## src/rtl/ula_cmp_arbiter_pkg.sv

```systemverilog
// Shared constants for the ULA comparator arbiter: flag bit map, flag width and FSM encodings.
package ula_cmp_arbiter_pkg;

  localparam int unsigned FLAG_W = 6;

  // Bit positions inside the 6-bit comparator flag vector (unsigned compare)
  localparam int unsigned FLAG_GT = 0;
  localparam int unsigned FLAG_LT = 1;
  localparam int unsigned FLAG_GE = 2;
  localparam int unsigned FLAG_LE = 3;
  localparam int unsigned FLAG_EQ = 4;
  localparam int unsigned FLAG_NE = 5;

  typedef logic [1:0] state_t;

  localparam state_t ST_IDLE = 2'd0;
  localparam state_t ST_EXEC = 2'd1;
  localparam state_t ST_RESP = 2'd2;

endpackage

```

## src/rtl/ula_rr_pick.sv

```systemverilog
// Combinational round-robin picker: first set request bit scanning upward from i_ptr, wrapping.
module ula_rr_pick #(
  parameter int unsigned N_REQ = 4,
  parameter int unsigned IDX_W = $clog2(N_REQ)
) (
  input  logic [N_REQ-1:0] i_req,
  input  logic [IDX_W-1:0] i_ptr,
  output logic [N_REQ-1:0] o_onehot,
  output logic [IDX_W-1:0] o_idx,
  output logic             o_valid
);

  int unsigned      w_pos;
  logic [IDX_W-1:0] w_pos_idx;

  always_comb begin
    o_onehot  = '0;
    o_idx     = '0;
    o_valid   = 1'b0;
    w_pos     = 0;
    w_pos_idx = '0;
    for (int unsigned off = 0; off < N_REQ; off++) begin
      w_pos = 32'(i_ptr) + off;
      if (w_pos >= N_REQ) begin
        w_pos = w_pos - N_REQ;
      end
      w_pos_idx = IDX_W'(w_pos);
      if (!o_valid && i_req[w_pos_idx]) begin
        o_valid             = 1'b1;
        o_onehot[w_pos_idx] = 1'b1;
        o_idx               = w_pos_idx;
      end
    end
  end

endmodule

```

## src/rtl/ula_cmp_arbiter.sv

```systemverilog
// Shares one tri-stated 8-bit comparator among N_REQ requesters: round-robin grant,
// operand latch, SETTLE-cycle enable window, flag capture and one-cycle done pulse.
module ula_cmp_arbiter
  import ula_cmp_arbiter_pkg::*;
#(
  parameter int unsigned N_REQ  = 4,
  parameter int unsigned W      = 8,
  parameter int unsigned SETTLE = 1
) (
  input  logic               i_clk,
  input  logic               i_rst,
  input  logic [N_REQ-1:0]   i_req,
  input  logic [N_REQ*W-1:0] i_a_in,
  input  logic [N_REQ*W-1:0] i_b_in,
  output logic [N_REQ-1:0]   o_gnt,
  output logic [N_REQ-1:0]   o_done,
  output logic [FLAG_W-1:0]  o_flags,
  output logic               o_busy,
  output logic [W-1:0]       o_cmp_a,
  output logic [W-1:0]       o_cmp_b,
  output logic               o_cmp_en,
  input  logic [FLAG_W-1:0]  i_cmp_s
);

  localparam int unsigned IDX_W = $clog2(N_REQ);
  localparam int unsigned CNT_W = (SETTLE > 1) ? $clog2(SETTLE) : 1;

  state_t             r_state;
  logic [IDX_W-1:0]   r_ptr;
  logic [IDX_W-1:0]   r_win;
  logic [CNT_W-1:0]   r_cnt;
  logic [N_REQ-1:0]   r_gnt;
  logic [N_REQ-1:0]   r_done;
  logic [FLAG_W-1:0]  r_flags;
  logic [W-1:0]       r_cmp_a;
  logic [W-1:0]       r_cmp_b;
  logic               r_cmp_en;

  logic [N_REQ-1:0]   w_win_oh;
  logic [IDX_W-1:0]   w_win_idx;
  logic               w_win_valid;
  logic [W-1:0]       w_a_sel;
  logic [W-1:0]       w_b_sel;
  logic               w_settle_last;
  logic [IDX_W-1:0]   w_ptr_next;

  ula_rr_pick #(
    .N_REQ (N_REQ),
    .IDX_W (IDX_W)
  ) u_pick (
    .i_req    (i_req),
    .i_ptr    (r_ptr),
    .o_onehot (w_win_oh),
    .o_idx    (w_win_idx),
    .o_valid  (w_win_valid)
  );

  always_comb begin
    w_a_sel = '0;
    w_b_sel = '0;
    for (int unsigned i = 0; i < N_REQ; i++) begin
      if (w_win_oh[i]) begin
        w_a_sel = i_a_in[i*W +: W];
        w_b_sel = i_b_in[i*W +: W];
      end
    end
  end

  assign w_settle_last = (r_cnt == CNT_W'(SETTLE - 1));
  assign w_ptr_next    = (r_win == IDX_W'(N_REQ - 1)) ? '0 : r_win + 1'b1;

  always_ff @(posedge i_clk) begin
    if (i_rst) begin
      r_state  <= ST_IDLE;
      r_ptr    <= '0;
      r_win    <= '0;
      r_cnt    <= '0;
      r_gnt    <= '0;
      r_done   <= '0;
      r_flags  <= '0;
      r_cmp_a  <= '0;
      r_cmp_b  <= '0;
      r_cmp_en <= 1'b0;
    end else begin
      case (r_state)
        ST_IDLE: begin
          r_done <= '0;
          if (w_win_valid) begin
            r_gnt    <= w_win_oh;
            r_win    <= w_win_idx;
            r_cmp_a  <= w_a_sel;
            r_cmp_b  <= w_b_sel;
            r_cmp_en <= 1'b1;
            r_cnt    <= '0;
            r_state  <= ST_EXEC;
          end
        end
        ST_EXEC: begin
          // Capture only while the comparator is enabled, so its high-Z never lands in flags
          if (w_settle_last) begin
            r_flags  <= i_cmp_s;
            r_done   <= r_gnt;
            r_cmp_en <= 1'b0;
            r_state  <= ST_RESP;
          end else begin
            r_cnt <= r_cnt + 1'b1;
          end
        end
        ST_RESP: begin
          r_gnt   <= '0;
          r_done  <= '0;
          r_ptr   <= w_ptr_next;
          r_state <= ST_IDLE;
        end
        default: begin
          r_gnt    <= '0;
          r_done   <= '0;
          r_cmp_en <= 1'b0;
          r_state  <= ST_IDLE;
        end
      endcase
    end
  end

  assign o_gnt    = r_gnt;
  assign o_done   = r_done;
  assign o_flags  = r_flags;
  assign o_busy   = (r_state != ST_IDLE);
  assign o_cmp_a  = r_cmp_a;
  assign o_cmp_b  = r_cmp_b;
  assign o_cmp_en = r_cmp_en;

endmodule
```

## config.mk

```make
export PLATFORM = sky130hd
export DESIGN_NAME = ula_cmp_arbiter
export DESIGN_NICKNAME = d
export VERILOG_FILES = /design/src/rtl/ula_cmp_arbiter_pkg.sv /design/src/rtl/ula_rr_pick.sv /design/src/rtl/ula_cmp_arbiter.sv
export SDC_FILE = /design/constraint.sdc
export NUM_CORES = 1
export LEC_CHECK = 0
export ABC_AREA = 1
export BUFFER_PORTS_ARGS = -buffer_cell sky130_fd_sc_hd__buf_2
export CAP_MARGIN = 20
export CORE_MARGIN = 2
export CORE_UTILIZATION = 32
export DETAILED_ROUTE_END_ITERATION = 7
export PLACE_DENSITY = 0.7
export RECOVER_POWER = 100
export SLEW_MARGIN = 30
export SYNTH_ARGS = -nofsm -noshare
export SYNTH_HDL_FRONTEND = slang
export SYNTH_SLANG_ARGS = --single-unit
```

## constraint.sdc

```tcl
create_clock -name i_clk -period 3.8 [get_ports i_clk]
set_input_delay 0.19 -clock i_clk [delete_from_list [all_inputs] [get_ports i_clk]]
set_output_delay 0.19 -clock i_clk [all_outputs]
set_load 0.005 [all_outputs]
```

---- Yosys cells after proc, flatten, opt, wreduce, memory -nomap -nowiden ----
Cells that the tools add are included.
cells by class
  add/subtract/negate cells ............... 9
  $mul .................................... 0
  div/mod/pow operators ................... 0
  order comparisons ....................... 12
  equality and inequality tests ........... 5
  shift-type cells ........................ 0
  muxes and demuxes ....................... 52
  bitwise gates (word level) .............. 6
  reductions and logical operators ........ 20
operators with widths
  operator               number
  $mux W8                8
  $mux W2                11
  $mux W4                5
  $mux W1                16
  $lt A2 B3 Y1 const B   4
  $or A4 B4 Y4           3
  $reduce_and A2 Y1      5
  $ge A3 B3 Y1 const B   3
  $bmux W1 S2            4
  $demux W1 S2           4
  $ge A2 B1 Y1 const B   4
  $pmux W4 S2            1
  $sub A2 B1 Y2 const B  4
  $logic_and A1 B1 Y1    7
  $add A2 B2 Y3 const B  2
  $eq A2 B2 Y1 const B   2
  $pmux W2 S2            1
  $reduce_bool A2 Y1     2
  $add A2 B1 Y3 const B  1
  $ge A2 B3 Y1 const B   1
  $logic_not A1 Y1       3
  $not A1 Y1             3
  $pmux W1 S3            1
  $reduce_and A3 Y1      1
  8 further kinds        8
word-level totals
  flip-flop bits (word level) ............. 38
  bits in latches ......................... 0
  memory bits (writable) .................. 0
  bits in read-only memories .............. 0
  output and inout bits ................... 32
  word-level logic and storage cells ...... 114
  memories ................................ 0

---- Logic depth before layout (Yosys ltp) ----
  depth after elaboration ................. 18
  gate-level depth with buffers ........... 16
  mapped depth without buffers ............ 15

---- Cells and area by module ----
Synthesis repeated with hierarchy kept, for this count alone.
unflattened totals
  cells, all modules ...................... 371
  area total of the unflattened synthesis .. 2,476.1 µm²
modules (own cells, without submodules)
  module           times used  cells an instance  area an instance (µm²)
  ula_cmp_arbiter  1           297                2,035.7
  ula_rr_pick      1           74                 440.4

---- Worst setup path before layout ----
No wires, ideal clock.
  kind .................................... reg2reg
  start point ............................. register r_ptr[0]
  end point ............................... register r_cmp_a[0], in the netlist o_cmp_a[0]
  setup time .............................. 0.132 ns
  arrival time ............................ 2.102 ns
  slack ................................... 1.566 ns
  stages on the path, launching flop included .. 14
  cell sequence ........................... dfxtp_1 inv_2 ha_1 inv_1 nand3_1 nand2_2 nand2_2 nor2_2 nand4_1 nand2_2 buf_1 a21oi_1 nand2_1 a21oi_1
on the way
  cells in the longest elaborated chain, start to end .. 18
RTL lines
  element                                                 line                    RTL
  start, declared                                         ula_cmp_arbiter.sv:29   logic [IDX_W-1:0] r_ptr;
  start signal, assigned                                  ula_cmp_arbiter.sv:112  r_ptr <= w_ptr_next;
  branches (longest 18 deep; another with $add A2 B1 Y3)  -
  end signal, assigned                                    ula_cmp_arbiter.sv:91   r_cmp_a <= w_a_sel;
  end, declared                                           ula_cmp_arbiter.sv:35   logic [W-1:0] r_cmp_a;
Parallel ways; which one is timed is not known. The select of a mux whose other input is x is not followed.
A chain may end at the register's enable or synchronous reset.

---- Worst setup path in the final report ----
  start point ............................. register r_ptr[0]
  end point ............................... register r_cmp_a[6], in the netlist o_cmp_a[6]
The elaborated chain is that of the path after synthesis.

==> qor.yml <==
outcome: "complete, no violations"
setup_viol: 0
die_w_um: 90.1
clock_path_buffers: 2
postCtsHoldBufs: 0
ctsResizeCount: 0
netlist_area_mm2: 0.00237
ys_seq_elements: 37
powerDensity_mw_per_mm2: 445
post_synth_num_cell_types: 27
initial_utilization_pct: 32.9
slew_headroom_pct: 57.0
final_layout_size_suffix_gt1_share_pct: 23.8
grt_usage_pct: 17.6
grt_max_degree: 37
tightest_slew_ps: 643
fin_crit_sh_pct: 81.7
hp-start: "i_cmp_s[2]"
hold_end: "o_flags[2]"
coreArea_mm2: 0.00721
grt_pass1_vias: 2458
drcViolationCount: 0
avgRoutedWirePerCell_um: 12.4
synth_top_family_by_area: "simple AND/OR/NAND/NOR gates"
crit_top_cell: "nand2_1"
vias_per_cell: 4.55
dpl_cell_area_mm2: 0.00296
p_sw_share_pct: 40.0
regToRegEndpoint: "o_cmp_a[6]"
path_class: "register to register"
hold_depth: 3
syn_nets: 467
multi_input_area_mm2: 0.00132
num_rows: 31
final_area_mm2: 0.00301
areaGrowthSynthToFinish_pct: 26.7
hpwl_mm: 5.63
ios: 108
final_common_cell: "nand2_1"
yosysWarnings: 0
synth_xor_xnor_area_share_pct: 0
internal-power_w: 0.000803
ir_drop_mv: 0.237
drv_slew: 0
rsz0062_at_grt: "no"
required_ps: 4010
synth_simple_gate_area_share_pct: 31.9
place_congestion: 0.892
root_buffer: "clkbuf_8"
cp_cell_sequence: "inv_1 > ha_1 > inv_1 > nand3_1 > nand2_1 > nor2_1 > a21boi_0 > nand3_2 > a21oi_1 > nand2_1 > nand2_1 > nand2_1 > a21oi_1"
p_comb_share_pct: 42.1
critPathMaxFanout: 33
post_cts_buffers: 0
seq_area_frac_synth_pct: 31.2
drt_iter0_markers: 135
setup-tns-final_ps: 0
grt.overflow.total: 0
seqPwrFrac_pct: 36.8
cts_buffers: 5
r2r_setup_slack_ps: 700
final_cell_mix: "nand2_1 (129), buf_2 (92), a21oi_1 (70), inv_1 (53), dfxtp_1 (37)"
cap_violations: 0
synthMuxAreaShare_pct: 0
p_switching_w: 0.000536
nNetsFinal: 567
clk_latency_ps: 290
cts.sinks: 37
power_w: 0.00134
reg2reg_depth: 13
vias: 2651
cp-start-kind: "register"
regArea_um2: 741
grt_antenna_before_repair: 0
antenna_left: 0
synth_fa_ha_area_share_pct: 4.21
clkPwrFrac_pct: 21.1
worstPathArrival_ps: 3320
critPathCaptureType: "register"
leakage_nw: 1.66
finalHoldViolations: 0
r2r_start: "r_ptr[0]"
finClkSkew_ps: 9.01
clk_pin_slew_worst_paths_ps: 80
fp.dieH_um: 90.1
fmax_mhz: 322
wl_mm: 7.20
fill_cells: 854
postSynthCellCount: 383
slowest_stage: "dfxtp_1"
htree_levels: 2
syn_area_per_cell_um2: 6.20
diodes: 0
dieArea_mm2: 0.00813
hold_class: "input pin to register"
drt_first_pass_iters: 4
cts_tree: "yes"
slowest_delay_ps: 530
period_needed_ps: 3100
grt_pass1_wl_mm: 11.8
portBuffers: 107
synth_compound_area_share_pct: 20.3
==> layer usage <==
metal | routed length, um | track usage [%] | up-vias
met5 | 0 | 0 | -
met4 | 55 | 4.36 | 0
met3 | 393 | 3.35 | 5
met2 | 3420 | 28.3 | 76
met1 | 3330 | 24.1 | 1172
li1 | - | - | 1398
==> through the flow <==
| stage | setup WS (ps) | instances | util (%) | hold WS, ps |
|---|---|---|---|---|
| after floorplan | 1570 | 383 | - | 325 |
| after global placement | 1050 | 575 | 41.0 | 412 |
| after detailed placement | 959 | 575 | 41.0 | 426 |
| after CTS | 942 | 582 | 42.2 | 123 |
| after global routing | 345 | 582 | 41.7 | 131 |
| final | 695 | 582 | 41.7 | 129 |
==> area by class of cell <==
cell class | count | area share (%)
clock buffer | 7 | 2.87
inverter | 56 | 6.99
multi-input combinational | 275 | 44.0
sequential | 37 | 24.6
tap | 99 | 4.12
timing repair buffer | 108 | 17.4
==> power groups by stage <==
stage          clock [W]  sequential [W]  combinational, W
4_1_cts         0.000295        0.000493          0.000576
5_1_grt         0.000310        0.000502          0.000651
2_1_floorplan          0        0.000499          0.000400
3_5_place_dp           0        0.000500          0.000575
3_3_place_gp           0        0.000501          0.000571
6_report        0.000283        0.000493          0.000563
==> sequential cells by signal (all words and copies together), names as in the netlist <==
name / count
o_cmp_b: 8
r_ptr: 2
o_done: 4
r_win: 2
o_flags: 6
o_cmp_a: 8
r_state: 2
o_cmp_en: 1
o_gnt: 4
==> worst max-delay path: cells and delay by family (launching register included) <==
family,cells,cell delay (ps)
flops,1,530
compound gates,3,680
simple gates,7,1060
buf+inv,2,360
fa+ha+maj,1,390
==> worst max-delay path by stage <==
stage / start / end / slack (ps) / cells after the start
after floorplan: r_ptr[0] / o_cmp_a[0] / 1570 / 13
after global placement: r_ptr[0] / o_cmp_a[5] / 1050 / 13
after detailed placement: r_ptr[0] / o_cmp_a[4] / 960 / 13
after CTS: r_ptr[0] / o_cmp_a[6] / 940 / 13
after global routing: r_ptr[0] / o_cmp_a[5] / 340 / 13
final: r_ptr[0] / o_cmp_a[6] / 700 / 13
==> cell usage after synthesis <==
cell	number	area (um2)
a32o_1	4	40.0
nand2_1	127	477
a21oi_1	70	350
buf_1	2	7.51
clkbuf_1	2	7.51
nor2_1	27	101
o21ai_2	1	8.76
o21ai_0	10	50.1
nand2_2	6	37.5
dfxtp_1	37	741
nand3_2	5	50.1
a21boi_1	1	7.51
buf_6	2	22.5
inv_1	52	195
a21oi_2	1	8.76
o2111ai_1	1	8.76
clkinv_1	1	3.75
nand4_1	4	25.0
nor2_2	2	12.5
buf_4	1	7.51
o31ai_1	1	7.51
buf_2	8	40.0
nand2_4	1	11.3
inv_2	3	11.3
nor2_4	2	22.5
nand3_1	4	20.0
ha_1	8	100
==> cell families after synthesis <==
logic type      after synthesis
flops                        37
buf+inv                      71
simple gates                178
compound gates               89
fa+ha+maj                     8
Power figures use the tool's default switching activity.
